--- src/rtl/uart_line_buffer_if.sv ---
// uart_line_buffer_if: receiver-side byte strobe, transmitter handshake and
// status signals of the UART line buffer, grouped for port connection.
// master drives received bytes and the transmitter ready flag; slave is the
// line buffer itself.
interface uart_line_buffer_if #(
    parameter int ADDR_W = 6
);
    logic            din_valid;
    logic [7:0]      din;
    logic            tx_rdy;
    logic            tx_en;
    logic [7:0]      tx_data;
    logic            busy;
    logic            overflow;
    logic [ADDR_W:0] level;

    modport master (
        output din_valid, din, tx_rdy,
        input  tx_en, tx_data, busy, overflow, level
    );

    modport slave (
        input  din_valid, din, tx_rdy,
        output tx_en, tx_data, busy, overflow, level
    );
endinterface

--- src/rtl/uart_line_buffer.sv ---
// uart_line_buffer: collects received bytes into a line and replays the whole
// line to the UART transmitter, one byte per transmitter handshake.
// A line ends on TERM_CHAR (stored and echoed) or when DEPTH bytes are held.
// Bytes arriving while a line drains are discarded and flag a sticky overflow.
// Optional build macro UART_LINE_BACKSPACE_EN: 8'h08 / 8'h7F erase the last
// stored byte instead of being stored.
//
// state   | meaning
// --------+-------------------------------------------------------------
// ST_FILL | accepting bytes into the line buffer
// ST_SEND | draining; waiting for tx_rdy to load the next byte
// ST_ACK  | byte loaded; waiting for tx_rdy low (transmitter took it)
module uart_line_buffer #(
    parameter int         DEPTH     = 64,
    parameter int         ADDR_W    = 6,
    parameter logic [7:0] TERM_CHAR = 8'h0D
) (
    input logic clk,
    input logic rst,
    uart_line_buffer_if.slave bus
);

    localparam logic [ADDR_W:0] LEVEL_FULL = (ADDR_W + 1)'(DEPTH);

    typedef enum logic [1:0] {
        ST_FILL = 2'd0,
        ST_SEND = 2'd1,
        ST_ACK  = 2'd2
    } state_t;

    state_t state;
    state_t state_next;

    logic [7:0]        mem [DEPTH];
    logic [ADDR_W-1:0] wr_ptr;
    logic [ADDR_W-1:0] rd_ptr;
    logic [ADDR_W:0]   level;
    logic [ADDR_W:0]   level_inc;
    logic              tx_en_q;
    logic [7:0]        tx_data_q;
    logic              overflow_q;

    logic wr_en;
    logic bs_en;
    logic send_en;
    logic clear_en;
    logic drop_en;
    logic is_term;

    assign level_inc = level + 1'b1;
    assign is_term   = (bus.din == TERM_CHAR);

`ifdef UART_LINE_BACKSPACE_EN
    logic is_bs;
    assign is_bs = (bus.din == 8'h08) || (bus.din == 8'h7F);
`endif

    // State register.
    always_ff @(posedge clk) begin
        if (rst) begin
            state <= ST_FILL;
        end else begin
            state <= state_next;
        end
    end

    // Next-state decode and one-cycle datapath strobes.
    always_comb begin
        state_next = state;
        wr_en      = 1'b0;
        bs_en      = 1'b0;
        send_en    = 1'b0;
        clear_en   = 1'b0;
        drop_en    = 1'b0;
        case (state)
            ST_FILL: begin
                if (bus.din_valid) begin
`ifdef UART_LINE_BACKSPACE_EN
                    if (is_bs) begin
                        bs_en = (level != '0);
                    end else begin
                        wr_en = 1'b1;
                        if (is_term || (level_inc == LEVEL_FULL)) begin
                            state_next = ST_SEND;
                        end
                    end
`else
                    wr_en = 1'b1;
                    if (is_term || (level_inc == LEVEL_FULL)) begin
                        state_next = ST_SEND;
                    end
`endif
                end
            end
            ST_SEND: begin
                drop_en = bus.din_valid;
                if (bus.tx_rdy) begin
                    send_en    = 1'b1;
                    state_next = ST_ACK;
                end
            end
            ST_ACK: begin
                drop_en = bus.din_valid;
                if (!bus.tx_rdy) begin
                    // rd_ptr has already advanced past the byte just loaded.
                    if (rd_ptr == wr_ptr) begin
                        clear_en   = 1'b1;
                        state_next = ST_FILL;
                    end else begin
                        state_next = ST_SEND;
                    end
                end
            end
            default: begin
                state_next = ST_FILL;
            end
        endcase
    end

    // Line storage; no reset needed, validity is tracked by the pointers.
    always_ff @(posedge clk) begin
        if (wr_en) begin
            mem[wr_ptr] <= bus.din;
        end
    end

    // Pointers and fill level; a completed drain rewinds everything to 0.
    always_ff @(posedge clk) begin
        if (rst || clear_en) begin
            wr_ptr <= '0;
            rd_ptr <= '0;
            level  <= '0;
        end else begin
            if (wr_en) begin
                wr_ptr <= wr_ptr + 1'b1;
                level  <= level_inc;
            end
            if (bs_en) begin
                wr_ptr <= wr_ptr - 1'b1;
                level  <= level - 1'b1;
            end
            if (send_en) begin
                rd_ptr <= rd_ptr + 1'b1;
                level  <= level - 1'b1;
            end
        end
    end

    // Transmitter load strobe and registered byte.
    always_ff @(posedge clk) begin
        if (rst) begin
            tx_en_q   <= 1'b0;
            tx_data_q <= 8'h00;
        end else begin
            tx_en_q <= send_en;
            if (send_en) begin
                tx_data_q <= mem[rd_ptr];
            end
        end
    end

    // Sticky drop flag.
    always_ff @(posedge clk) begin
        if (rst) begin
            overflow_q <= 1'b0;
        end else if (drop_en) begin
            overflow_q <= 1'b1;
        end
    end

    assign bus.tx_en    = tx_en_q;
    assign bus.tx_data  = tx_data_q;
    assign bus.busy     = (state != ST_FILL);
    assign bus.overflow = overflow_q;
    assign bus.level    = level;

endmodule

--- src/flat_wrapper.sv ---
// flat-port wrapper written by rule: the top's interface ports become plain ports
module uart_line_buffer_flat 
#(
    parameter int         DEPTH     = 64,
    parameter int         ADDR_W    = 6,
    parameter logic [7:0] TERM_CHAR = 8'h0D
)
  (clk, rst, bus_din_valid, bus_din, bus_tx_rdy, bus_tx_en, bus_tx_data, bus_busy, bus_overflow, bus_level);
  uart_line_buffer_if #(.ADDR_W(ADDR_W)) bus_i ();
  input logic clk;
  input logic rst;
  input wire logic [$bits(bus_i.din_valid)-1:0] bus_din_valid;
  input wire logic [$bits(bus_i.din)-1:0] bus_din;
  input wire logic [$bits(bus_i.tx_rdy)-1:0] bus_tx_rdy;
  output wire logic [$bits(bus_i.tx_en)-1:0] bus_tx_en;
  output wire logic [$bits(bus_i.tx_data)-1:0] bus_tx_data;
  output wire logic [$bits(bus_i.busy)-1:0] bus_busy;
  output wire logic [$bits(bus_i.overflow)-1:0] bus_overflow;
  output wire logic [$bits(bus_i.level)-1:0] bus_level;
  assign bus_i.din_valid = bus_din_valid;
  assign bus_i.din = bus_din;
  assign bus_i.tx_rdy = bus_tx_rdy;
  assign bus_tx_en = bus_i.tx_en;
  assign bus_tx_data = bus_i.tx_data;
  assign bus_busy = bus_i.busy;
  assign bus_overflow = bus_i.overflow;
  assign bus_level = bus_i.level;
  uart_line_buffer #(.DEPTH(DEPTH), .ADDR_W(ADDR_W), .TERM_CHAR(TERM_CHAR)) u_core (.clk(clk), .rst(rst), .bus(bus_i));
endmodule
--- config.mk ---
export PLATFORM = sky130hd
export DESIGN_NAME = uart_line_buffer_flat
export DESIGN_NICKNAME = d
export VERILOG_FILES = /design/src/rtl/uart_line_buffer_if.sv /design/src/rtl/uart_line_buffer.sv /design/src/flat_wrapper.sv
export SDC_FILE = /design/constraint.sdc
export NUM_CORES = 1
export LEC_CHECK = 0
export BUFFER_PORTS_ARGS = -buffer_cell sky130_fd_sc_hd__buf_4
export CAP_MARGIN = 20
export CORE_MARGIN = 2
export CORE_UTILIZATION = 62
export DETAILED_ROUTE_END_ITERATION = 12
export PLACE_DENSITY = 0.84
export SLEW_MARGIN = 10
export SYNTH_ARGS = -nofsm -noshare
export SYNTH_HDL_FRONTEND = slang
export SYNTH_SLANG_ARGS = --single-unit
export TNS_END_PERCENT = 50
--- constraint.sdc ---
create_clock -name clk -period 4.3 [get_ports clk]
set_clock_uncertainty 0.1 [all_clocks]
set_input_delay 0.43 -clock clk [delete_from_list [all_inputs] [get_ports clk]]
set_output_delay 0.43 -clock clk [all_outputs]
set_load 0.02 [all_outputs]
======== Word-level counts from Yosys, hierarchy flattened ========
Memory sizes are Yosys's and may differ from the RTL's. A register that Yosys moved wholly into a read port is not among the register bits.
Index checks and enable logic that the tools add are counted.
Widths: inputs -> output; s select.
word-level totals
  register bits ........................... 23
  RAM bits ................................ 512
  input port bits ......................... 12
  output and inout bits ................... 18
  word-level logic and storage cells ...... 45
  memories ................................ 1
cells by class
  $add $sub $neg .......................... 4
  equal/unequal tests ..................... 9
  multiplexer cells ....................... 18
  reduce and logical (&&, ||, !) cells .... 7
memories
  memory      words  bits a word  read ports  clocked after Yosys merged registers in  write ports  RTL line                RTL
  u_core.mem  64     8            1           1                                        1            uart_line_buffer.sv:34  logic [7:0] mem [DEPTH];
operator list
  operator             number
  $mux 7               2
  $add 6x1->6 const B  2
  $mux 1               11
  $eq 8x4->1 const B   1
  $mux 2               4
  $add 7x1->7 const B  1
  $eq 7x7->1 const B   1
  $sub 7x1->7 const B  1
  $eq 6x6->1           1
  $ne 2x2->1 const B   3
  $pmux 2 s3           1
  $reduce_and 4->1     1
  $reduce_bool 2->1    2
  $eq 2x1->1 const B   1
  $eq 2x2->1 const B   1
  $logic_not 2->1      1
  $logic_or 1x1->1     2
  $ne 2x1->1 const B   1
  $reduce_or 2->1      1

======== Logic depth before layout (Yosys ltp) ========
Gate-level depths: netlist of run 1.
  word-level depth ........................ 6
  mapped depth ............................ 9
  mapped depth without buffers ............ 7

======== Worst setup path before layout of run 1 ========
OpenSTA, ideal clock, no wires.
  kind .................................... input port to flip-flop
  start ................................... in bus_din_valid
  end ..................................... mem u_core.mem[55][0] (enable)
  setup time .............................. 0.370 ns
  data arrival time ....................... 1.681 ns
  required time ........................... 3.830 ns
  path slack .............................. 2.149 ns
  stages .................................. 5
  path buffers ............................ 2
  cells stage by stage .................... clkbuf_1 and3_1 clkbuf_1 nand3_1 nor2_1
on the way
  longest elaborated chain between the ends .. 4
RTL lines
  item                          RTL line                 RTL
  start, declared               flat_wrapper.sv:12       input wire logic [$bits(bus_i.din_valid)-1:0] bus_din_valid;
  $mux 1                        uart_line_buffer.sv:77   if (bus.din_valid) begin
  $mux 1                        uart_line_buffer.sv:75   case (state)
  $mux 1                        uart_line_buffer.sv:122  if (wr_en) begin
  $mux 1 (implied by the code)  uart_line_buffer.sv:123  mem[wr_ptr] <= bus.din;
  end, declared                 uart_line_buffer.sv:34
Every way passes these cells.

==> results.sh, run 1 <==
export IMPL_outcome="finished, final reports clean"
export IMPL_synthToLayoutAreaGrowth_pct=10.35
export IMPL_cts_resized_gates=0
export IMPL_worst_slew_pin_slew_ns=0.9996
export IMPL_avgViaCountPerCell=7.039
export IMPL_worstPathArrival_ns=3.60
export IMPL_diodes=0
export IMPL_dieArea_um2=36230
export IMPL_grt_pass1_wl_um=78200
export IMPL_vdd_drop_max_v=0.0003640
export IMPL_die_height_um=190.3
export IMPL_syn_num_nets=1217
export IMPL_nFillCells=2048
export IMPL_cts_root_buf="clkbuf_16"
export IMPL_setup_viol=0
export IMPL_vias=12140
export IMPL_totalWireLength_um=52850
export IMPL_place_hpwl_um=30790
export IMPL_p_leak_nw=7.237
export IMPL_antenna_found_initial=1
export IMPL_synthTopCellsByCount="edfxtp_1 (512), nor2_1 (105), mux2i_1 (92), mux4_2 (82), nand2_1 (62)"
export IMPL_drv_slew=0
export IMPL_synthCells=1197
export IMPL_synth_seq_area_share_pct=74.31
export IMPL_cts_buffer_depth=3
export IMPL_num_rows=68
export IMPL_ant_nets=0
export IMPL_layout_drive_gt1_share_pct=17.34
export IMPL_critPathBufInv=0
export IMPL_reg2reg_from="u_core.rd_ptr[2]$_SDFFE_PP0P_"
export IMPL_htreeDepth=2
export IMPL_drtIter0Drc=2010
export IMPL_rsz0062_at_grt="false"
export IMPL_synth_warnings=0
export IMPL_syn_avg_cell_area_um2=17.98
export IMPL_first_pass_iters=10
export IMPL_slew_headroom_pct=33.22
export IMPL_grt_max_degree=66
export IMPL_grt_ovfl_total=0
export IMPL_crit_fanout=46
export IMPL_core_um2=34370
export IMPL_synth_top_area_share_pct=71.43
export IMPL_synth_distinct_cells=50
export IMPL_finalSetupTns_ns=0
export IMPL_clk_insertion_delay_late_ns=0.60
export IMPL_startpoint_type="register"
export IMPL_worst_path_dominant_cell_family="compound AO/OA/AOI/OAI gates"
export IMPL_period_share_pct=73.38
export IMPL_cp_startpoint="u_core.rd_ptr[2]$_SDFFE_PP0P_"
export IMPL_min_period_ns=3.155
export IMPL_required_ns=4.74
export IMPL_synth_top_cell_by_area="edfxtp_1"
export IMPL_ys_async_sr_fraction_pct=0
export IMPL_cts_tree="built"
export IMPL_yosysMostFrequentCell="edfxtp_1"
export IMPL_num_nets_final=1249
export IMPL_drt_wirelength_per_cell_um=30.66
export IMPL_max_stage_delay_ns=0.87
export IMPL_max_cap_viol_count=0
export IMPL_hold_ws_ns=0.003049
export IMPL_ys_seq_elements=543
export IMPL_path_cells="nand3_1 > o221ai_1 > a21oi_1 > a22oi_1 > a22o_1"
export IMPL_io_pins=30
export IMPL_design_area_um2=23750
export IMPL_clock_sinks=543
export IMPL_slowest_stage="dfxtp_4"
export IMPL_hp_class="input port to register"
export IMPL_power_mw=11.22
export IMPL_power_density_nw_per_um2=472.4
export IMPL_worstHoldStart="bus_din[5]"
export IMPL_port_buffers=29
export IMPL_gp_congestion=0.9033
export IMPL_place_area_um2=22110
export IMPL_hold_viol_final=0
export IMPL_start_util_pct=62.62
export IMPL_endpoint_kind="register"
export IMPL_grt_usage_pct=30.00
export IMPL_synth_area_um2=21530
export IMPL_synth_top_flop_cell="edfxtp_1"
export IMPL_cts_made_buffers=51
export IMPL_drc=0
export IMPL_synth_edff_count=512
export IMPL_clock_fmax_mhz=316.9
export IMPL_synth_area_leaders="edfxtp_1 (71%), mux4_2 (8.6%), mux2i_1 (4.3%), dfxtp_1 (2.9%), nor2_1 (1.8%)"
export IMPL_crit_type="register to register"
export IMPL_clk_pin_slew_worst_paths_ns=0.06
export IMPL_grt_pass1_vias=11680
export IMPL_die_w_um=190.3
per-layer routing:
layer	GRT usage (%)	wire length [µm]	vias to the layer above
li1	-	-	4843
met1	43.24	19080	6075
met2	45.54	24830	1067
met3	6.478	6733	149
met4	11.99	2200	2
met5	0	9	-
cell usage in the layout, fill, tap and decap left out, types with 3 or more instances in the layout:
| master | netlist | routed |
|---|---|---|
| mux4_2 | 82 | 82 |
| nand4_1 | 3 | 3 |
| ha_1 | 8 | 8 |
| xnor2_1 | 9 | 9 |
| clkinv_1 | 0 | 6 |
| o22ai_1 | 17 | 17 |
| inv_1 | 6 | 6 |
| dfxtp_4 | 0 | 3 |
| or3_1 | 3 | 3 |
| clkbuf_16 | 0 | 51 |
| xor2_1 | 13 | 13 |
| a21oi_1 | 19 | 19 |
| a32oi_1 | 6 | 6 |
| nand3_1 | 28 | 28 |
| bufinv_16 | 0 | 6 |
| o21ai_0 | 8 | 8 |
| a22oi_1 | 29 | 29 |
| nand2_1 | 62 | 62 |
| edfxtp_1 | 512 | 512 |
| a32o_1 | 3 | 3 |
| nand3b_1 | 6 | 6 |
| nor2_1 | 105 | 105 |
| nor2b_1 | 5 | 4 |
| mux2_2 | 8 | 8 |
| or3b_2 | 3 | 3 |
| a22o_1 | 5 | 5 |
| mux2i_1 | 92 | 92 |
| clkinv_2 | 0 | 10 |
| buf_4 | 6 | 45 |
| dfxtp_1 | 31 | 28 |
| o221ai_1 | 9 | 9 |
| a31oi_1 | 9 | 9 |
| or2_2 | 3 | 3 |
| a211oi_1 | 24 | 24 |
| clkbuf_1 | 29 | 16 |
registers in the layout, indices dropped and copies added (netlist names):
register / flops
u_core.bus.level: 7
u_core.bus.overflow: 1
u_core.bus.tx_data: 8
u_core.bus.tx_en: 1
u_core.mem: 512
u_core.rd_ptr: 6
u_core.state: 2
u_core.wr_ptr: 6
layout make-up:
type	count	area, µm²	area share, %
inverter	6	22.52	0.09481
sequential	543	16010	67.38
timing repair buffer	48	387.9	1.633
clock inverter	26	300.3	1.264
clock buffer	67	1336	5.625
multi-input combinational	579	5131	21.60
tap	455	569.3	2.397
metrics by stage:
step                      setup slack, ns  std cells  utilization, %
after floorplan                     2.149       1197               -
after global placement              1.368       1630           64.32
after detailed placement            1.218       1630           64.32
after CTS                           1.153       1724           69.11
after global routing               0.9675       1724           69.11
final                               1.145       1724           69.11
kinds of logic (layout without fill, tap and decap cells):
| logic type | count (synthesis) | count (layout) | synth area share [%] |
|---|---|---|---|
| multiplexers | 182 | 182 | 13.28 |
| buffers and inverters | 75 | 147 | 1.866 |
| AND/OR/NAND/NOR | 232 | 232 | 4.755 |
| AO/OA/AOI/OAI | 135 | 135 | 4.435 |
| adder cells (fa/ha/maj) | 8 | 8 | 0.4650 |
| XOR/XNOR | 22 | 22 | 0.8952 |
| flip-flops | 543 | 543 | 74.31 |
worst paths after layout:
check	to	slack, ns	depth (start not counted)
worst min register to register	u_core.bus.overflow$_SDFFE_PP0P_	0.37	2
worst max register to register	u_core.bus.tx_data[7]$_SDFFE_PP0P_	1.14	5
worst max-delay path	u_core.bus.tx_data[7]$_SDFFE_PP0P_	1.14	5
worst min-delay path	u_core.mem[54][5]$_DFFE_PP_	0.003	1
report_power, final:
| part | total (mW) | internal (mW) | switching (mW) |
|---|---|---|---|
| Sequential | 5.91 | 5.84 | 0.0662 |
| Clock | 4.50 | 2.56 | 1.94 |
| Combinational | 0.810 | 0.309 | 0.502 |
worst register-to-register path, stage by stage, from the launching register on:
cell	delay, ns
dfxtp_4	0.87
nand3_1	0.84
o221ai_1	0.61
a21oi_1	0.11
a22oi_1	0.41
a22o_1	0.19
repair_timing:
| action | 4_1_cts | 5_1_grt |
|---|---|---|
| hold endpoints to repair | 3 | 0 |
| hold buffers | 1 | 0 |
| setup buffers | 0 | 0 |
Note: power is estimated with default switching activity, not from simulation.
==> run 2, diff against run 1 <==
Settings changed: ABC_AREA set to 1, CORE_UTILIZATION 62 to 57, PLACE_DENSITY 0.84 to 0.81.
Clock period 4.3 ns to 2.9 ns, I/O delays scaled along.
==> results.sh, run 2 <==
export IMPL_num_nets_final=2110
export IMPL_die_w_um=202.8
export IMPL_dieArea_um2=41130
export IMPL_worst_path_dominant_cell_family="simple AND/OR/NAND/NOR gates"
export IMPL_final_cell_count_no_fill=2652
export IMPL_rrSetupSlack_ns=0.23
export IMPL_max_stage_delay_ns=0.78
export IMPL_power_density_nw_per_um2=694.6
export IMPL_final_cell_mix="edfxtp_1 (512), nor2_1 (434), nand2_1 (393)"
export IMPL_grt_pass1_vias=15410
export IMPL_grt_max_degree=132
export IMPL_setup_viol=0
export IMPL_holdPathEnd="u_core.mem[28][5]$_DFFE_PP_"
export IMPL_grt_pass1_wl_um=85970
export IMPL_io_pins=30
export IMPL_nFillCells=2802
export IMPL_totalWireLength_um=56240
export IMPL_drv_slew=0
export IMPL_diodes=0
export IMPL_reg2reg_from="u_core.state[0]$_SDFFE_PP0P_"
export IMPL_critPathBufInv=1
export IMPL_start_util_pct=58.02
export IMPL_worstHoldStart="bus_din[5]"
export IMPL_synth_warnings=0
export IMPL_holdPathStages=1
export IMPL_slew_headroom_pct=41.25
export IMPL_synth_distinct_cells=33
export IMPL_vdd_drop_max_v=0.0004470
export IMPL_synth_top_flop_cell="edfxtp_1"
export IMPL_endpoint_kind="register"
export IMPL_cts_resized_gates=0
export IMPL_drc=0
export IMPL_first_pass_iters=6
export IMPL_avgViaCountPerCell=6.011
export IMPL_finalSetupTns_ns=0
export IMPL_required_ns=3.02
export IMPL_ant_nets=0
export IMPL_gp_congestion=0.9064
export IMPL_clock_sinks=543
export IMPL_htreeDepth=2
export IMPL_clk_insertion_delay_late_ns=0.59
export IMPL_worstRegToRegCells=6
export IMPL_path_cells="inv_1 > ha_1 > nand2_1 > nor2_1 > nand2_1 > nor2_1"
export IMPL_largest_register="u_core.mem"
export IMPL_hp_class="input port to register"
export IMPL_port_buffers=29
export IMPL_cts_buffer_depth=3
export IMPL_slowest_stage="nor2_1"
export IMPL_place_hpwl_um=33070
export IMPL_synth_top_area_share_pct=68.25
export IMPL_antenna_found_initial=0
export IMPL_syn_avg_cell_area_um2=11.13
export IMPL_design_area_um2=25350
export IMPL_grt_usage_pct=27.40
export IMPL_num_rows=72
export IMPL_synth_area_leaders="edfxtp_1 (68%), nor2_1 (7.2%), nand2_1 (6.5%), nand3_1 (4.4%), o21ai_0 (3.6%)"
export IMPL_startpoint_type="register"
export IMPL_cts_tree="built"
export IMPL_drt_wirelength_per_cell_um=21.21
export IMPL_p_leak_nw=9.179
export IMPL_synth_top_cell_by_area="edfxtp_1"
export IMPL_period_share_pct=92.10
export IMPL_max_cap_viol_count=0
export IMPL_hold_ws_ns=0.02713
export IMPL_synth_seq_area_share_pct=71.00
export IMPL_worst_slew_pin_slew_ns=0.8813
export IMPL_crit_type="register to register"
export IMPL_yosysMostFrequentCell="edfxtp_1"
export IMPL_outcome="finished, final reports clean"
export IMPL_largest_register_ffs=512
export IMPL_post_cts_buffers=0
export IMPL_vias=15940
export IMPL_synthTopCellsByCount="edfxtp_1 (512), nor2_1 (434), nand2_1 (393), nand3_1 (199), o21ai_0 (163)"
export IMPL_worstPathArrival_ns=2.79
export IMPL_crit_fanout=8
export IMPL_clock_fmax_mhz=374.4
export IMPL_grt_ovfl_total=0
export IMPL_syn_num_nets=2044
export IMPL_die_height_um=202.8
export IMPL_place_area_um2=23590
export IMPL_synthToLayoutAreaGrowth_pct=12.52
export IMPL_synthCells=2024
export IMPL_synth_edff_count=512
export IMPL_synth_area_um2=22530
export IMPL_drtIter0Drc=2334
export IMPL_min_period_ns=2.671
export IMPL_fin_util_pct=65.29
export IMPL_ys_seq_elements=543
export IMPL_cts_made_buffers=53
export IMPL_ys_async_sr_fraction_pct=0
export IMPL_core_um2=38830
export IMPL_rsz0062_at_grt="false"
export IMPL_cts_root_buf="clkbuf_16"
export IMPL_reg2reg_to="u_core.mem[60][7]$_DFFE_PP_"
export IMPL_final_common_cell="edfxtp_1"
export IMPL_clk_pin_slew_worst_paths_ns=0.07
export IMPL_hold_viol_final=0
export IMPL_layout_drive_gt1_share_pct=9.606
export IMPL_dpl_cell_count=2550
run 2: cell types whose count changed after synthesis, moves of 26 or more:
cell / before / now
nand2_1: 62 / 393
nor2_1: 105 / 434
nand3_1: 28 / 199
o21ai_0: 8 / 163
mux2i_1: 92 / 1
mux4_2: 82 / 0
inv_1: 6 / 44
buf_2: 17 / 49
a22oi_1: 29 / 0
a21oi_1: 19 / 45
run 2: final cells by class:
class	instances	area (µm²)	area share, %
timing repair buffer	123	1031	4.067
inverter	51	198.9	0.7848
multi-input combinational	1318	5739	22.64
clock inverter	32	307.8	1.214
clock buffer	67	1421	5.607
tap	518	648.1	2.557
sequential	543	16000	63.13
run 2: how the worst max path moves through the flow:
stage	start	to	slack, ns	depth (start not counted)
after CTS	u_core.state[0]$_SDFFE_PP0P_	u_core.mem[60][7]$_DFFE_PP_	0.31	6
after global routing	u_core.state[1]$_SDFFE_PP0P_	u_core.mem[20][4]$_DFFE_PP_	0.15	6
after detailed placement	u_core.state[0]$_SDFFE_PP0P_	u_core.mem[60][0]$_DFFE_PP_	0.32	6
after floorplan	u_core.state[0]$_SDFFE_PP0P_	u_core.mem[39][0]$_DFFE_PP_	0.60	8
final	u_core.state[0]$_SDFFE_PP0P_	u_core.mem[60][7]$_DFFE_PP_	0.23	6
after global placement	u_core.state[0]$_SDFFE_PP0P_	u_core.mem[60][0]$_DFFE_PP_	0.42	6
run 2: kinds of logic (layout without fill, tap and decap cells):
| family | count (synthesis) | count (layout) | synth area share [%] |
|---|---|---|---|
| AND/OR/NAND/NOR | 1045 | 1045 | 18.75 |
| flip-flops | 543 | 543 | 71.00 |
| AO/OA/AOI/OAI | 255 | 255 | 5.887 |
| buffers and inverters | 163 | 273 | 3.521 |
| XOR/XNOR | 9 | 9 | 0.3499 |
| adder cells (fa/ha/maj) | 8 | 8 | 0.4443 |
| multiplexers | 1 | 1 | 0.04443 |
run 2: stage by stage:
step	power (mW)	setup WS [ns]
global route	18.12	0.1498
floorplan	10.16	0.5965
finish	17.61	0.2292
global placement	10.79	0.4202
CTS	17.60	0.3079
detailed placement	10.85	0.3204
run 2: power by group:
part           switching [mW]  internal [mW]
combinational            1.33          0.575
sequential              0.130           8.71
clock                    2.86           3.99
total                    4.33           13.3
run 2: routing by layer:
metal	global-route usage (%)	share of wire (%)
met4	9.724	3.0
met1	37.93	38
met2	43.71	47
met5	0	0
met3	5.474	12
run 2: timing repair:
action                                  CTS  global route
endpoints found under the hold margin     9             0
endpoints found under the setup margin    0             0
hold buffers                              3             0
==> run 3, diff against run 2 <==
--- a/config.mk
+++ b/config.mk
@@ -10,4 +10,6 @@
 export CAP_MARGIN = 20
+export CELL_PAD_IN_SITES_DETAIL_PLACEMENT = 1
+export CELL_PAD_IN_SITES_GLOBAL_PLACEMENT = 2
 export CORE_MARGIN = 2
-export CORE_UTILIZATION = 57
+export CORE_UTILIZATION = 39
 export DETAILED_ROUTE_END_ITERATION = 12
==> constraint.sdc (replaced) <==
create_clock -name clk -period 2.9 [get_ports clk]
set_clock_uncertainty 0.1 [all_clocks]
set_input_delay 0.145 -clock clk [delete_from_list [all_inputs] [get_ports clk]]
set_output_delay 0.145 -clock clk [all_outputs]
set_load 0.02 [all_outputs]
==> results.sh, run 3 (synthesis results as in run 2) <==
export IMPL_worstHoldStart="rst"
export IMPL_crit_fanout=30
export IMPL_place_hpwl_um=42870
export IMPL_cts_hold_buffers_added=13
export IMPL_place_area_um2=24050
export IMPL_port_buffers=29
export IMPL_hold_viol_final=0
export IMPL_outcome="finished, final reports clean"
export IMPL_grt_pass1_wl_um=103300
export IMPL_use_met1_pct=32.17
export IMPL_hp_class="input port to register"
export IMPL_seqPwrFrac_pct=48.5
export IMPL_grt_util_met2_pct=37.34
export IMPL_rsz0062_at_grt="false"
export IMPL_nFillCells=6171
export IMPL_totalWireLength_um=68350
export IMPL_netSwitchingPower_mw=4.689
export IMPL_clk_insertion_delay_late_ns=0.63
export IMPL_grt_usage_pct=22.97
export IMPL_crit_top_cell="nand2_1"
export IMPL_p_comb_share_pct=11.5
export IMPL_power_density_nw_per_um2=700.9
export IMPL_gp_congestion=0.8384
export IMPL_core_um2=57370
export IMPL_clock_fmax_mhz=372.0
export IMPL_avgViaCountPerCell=5.385
export IMPL_worstPathArrival_ns=3.07
export IMPL_htreeDepth=2
export IMPL_clock_sinks=543
export IMPL_worst_slew_pin_slew_ns=0.7417
export IMPL_worst_path_dominant_cell_family="simple AND/OR/NAND/NOR gates"
export IMPL_first_pass_iters=5
export IMPL_worstRegToRegCells=9
export IMPL_vias=15810
export IMPL_cts_root_buf="clkbuf_16"
export IMPL_final_common_cell="edfxtp_1"
export IMPL_num_nets_final=2144
export IMPL_reg2reg_from="u_core.rd_ptr[1]$_SDFFE_PP0P_"
export IMPL_slowest_stage="dfxtp_4"
export IMPL_holdPathEnd="u_core.bus.tx_data[7]$_SDFFE_PP0P_"
export IMPL_die_height_um=244.3
export IMPL_internal_power_mw=13.55
export IMPL_slew_headroom_pct=50.37
export IMPL_max_stage_delay_ns=0.48
export IMPL_clock_power_share_pct=40.0
export IMPL_antenna_found_initial=1
export IMPL_cts_buffer_depth=3
export IMPL_min_period_ns=2.688
export IMPL_design_area_um2=26020
export IMPL_largest_register_ffs=512
export IMPL_num_rows=88
export IMPL_io_pins=30
export IMPL_setup_viol=0
export IMPL_cts_made_buffers=58
export IMPL_final_cell_count_no_fill=2935
export IMPL_vdd_drop_max_v=0.0005298
export IMPL_crit_type="register to register"
export IMPL_grt_max_degree=99
export IMPL_use_met3_pct=3.281
export IMPL_reg2reg_to="u_core.wr_ptr[2]$_SDFFE_PP0P_"
export IMPL_drt_wirelength_per_cell_um=23.29
export IMPL_period_share_pct=92.69
export IMPL_swShare_pct=25.71
export IMPL_dpl_cell_count=2816
export IMPL_startpoint_type="register"
export IMPL_critPathBufInv=2
export IMPL_final_cell_mix="edfxtp_1 (512), nor2_1 (434), nand2_1 (393)"
export IMPL_grt_ovfl_total=0
export IMPL_p_leak_nw=9.385
export IMPL_cp_startpoint="u_core.rd_ptr[1]$_SDFFE_PP0P_"
export IMPL_hold_ws_ns=0.3775
export IMPL_die_w_um=244.3
export IMPL_post_cts_buffers=0
export IMPL_synthToLayoutAreaGrowth_pct=15.52
export IMPL_grt_pass1_vias=16640
export IMPL_drv_slew=0
export IMPL_busiest_layer="met2"
export IMPL_drc=0
export IMPL_rrSetupSlack_ns=0.21
export IMPL_layout_drive_gt1_share_pct=10.56
export IMPL_largest_register="u_core.mem"
export IMPL_ant_nets=0
export IMPL_finalSetupTns_ns=0
export IMPL_endpoint_kind="register"
export IMPL_dieArea_um2=59700
export IMPL_power_mw=18.24
export IMPL_cts_tree="built"
export IMPL_holdPathStages=5
export IMPL_max_cap_viol_count=0
export IMPL_fin_util_pct=45.37
export IMPL_cts_resized_gates=0
export IMPL_start_util_pct=39.27
export IMPL_clk_pin_slew_worst_paths_ns=0.06
export IMPL_required_ns=3.28
export IMPL_path_cells="inv_4 > buf_4 > nand2_1 > a21oi_1 > nand3_1 > nor2_1 > nand2_1 > nand2_2 > nor3b_1"
export IMPL_setup_slack_ns=0.2120
export IMPL_drtIter0Drc=1442
export IMPL_dp_slack_ns=0.2361
run 3: metal layers:
layer | share of wire, % | routed length (µm) | vias to the layer above
met5 | 0 | 0 | -
met4 | 2.6 | 1797 | 0
met3 | 5.5 | 3777 | 109
met2 | 47 | 32380 | 452
met1 | 44 | 30390 | 8040
li1 | - | - | 7205
run 3: how the worst max path moves through the flow:
| stage | endpoint | slack (ns) | depth (start not counted) |
|---|---|---|---|
| 6_report | u_core.wr_ptr[2]$_SDFFE_PP0P_ | 0.21 | 9 |
| 5_1_grt | u_core.mem[63][4]$_DFFE_PP_ | 0.0006 | 8 |
| 3_5_place_dp | u_core.mem[63][7]$_DFFE_PP_ | 0.24 | 8 |
| 4_1_cts | u_core.mem[63][4]$_DFFE_PP_ | 0.23 | 8 |
| 2_1_floorplan | u_core.mem[39][0]$_DFFE_PP_ | 0.60 | 8 |
| 3_3_place_gp | u_core.bus.tx_data[7]$_SDFFE_PP0P_ | 0.30 | 10 |
run 3: worst min-delay path: stages:
cell and delay [ns]:
dlygate4sd3_1 0.54, buf_4 0.21, nor2_1 0.07, nand2_1 0.05, inv_1 0.03
run 3: cell type report:
cell class	instances	area, µm²	area share [%]
Sequential cell	543	16000	61.49
Multi-Input combinational cell	1318	5739	22.05
Clock buffer	84	1600	6.149
Timing Repair Buffer	152	1286	4.943
Tap cell	765	957.2	3.678
Clock inverter	21	236.5	0.9087
Inverter	51	198.9	0.7645
Antenna cell	1	2.502	0.009616
run 3: power by group through the flow:
stage	registers (mW)	logic, mW	clock network, mW
3_3_place_gp	9.00	2.01	0
4_1_cts	8.85	2.08	7.43
2_1_floorplan	9.00	1.16	0
3_5_place_dp	9.01	2.05	0
5_1_grt	8.86	2.29	7.72
6_report	8.85	2.09	7.30
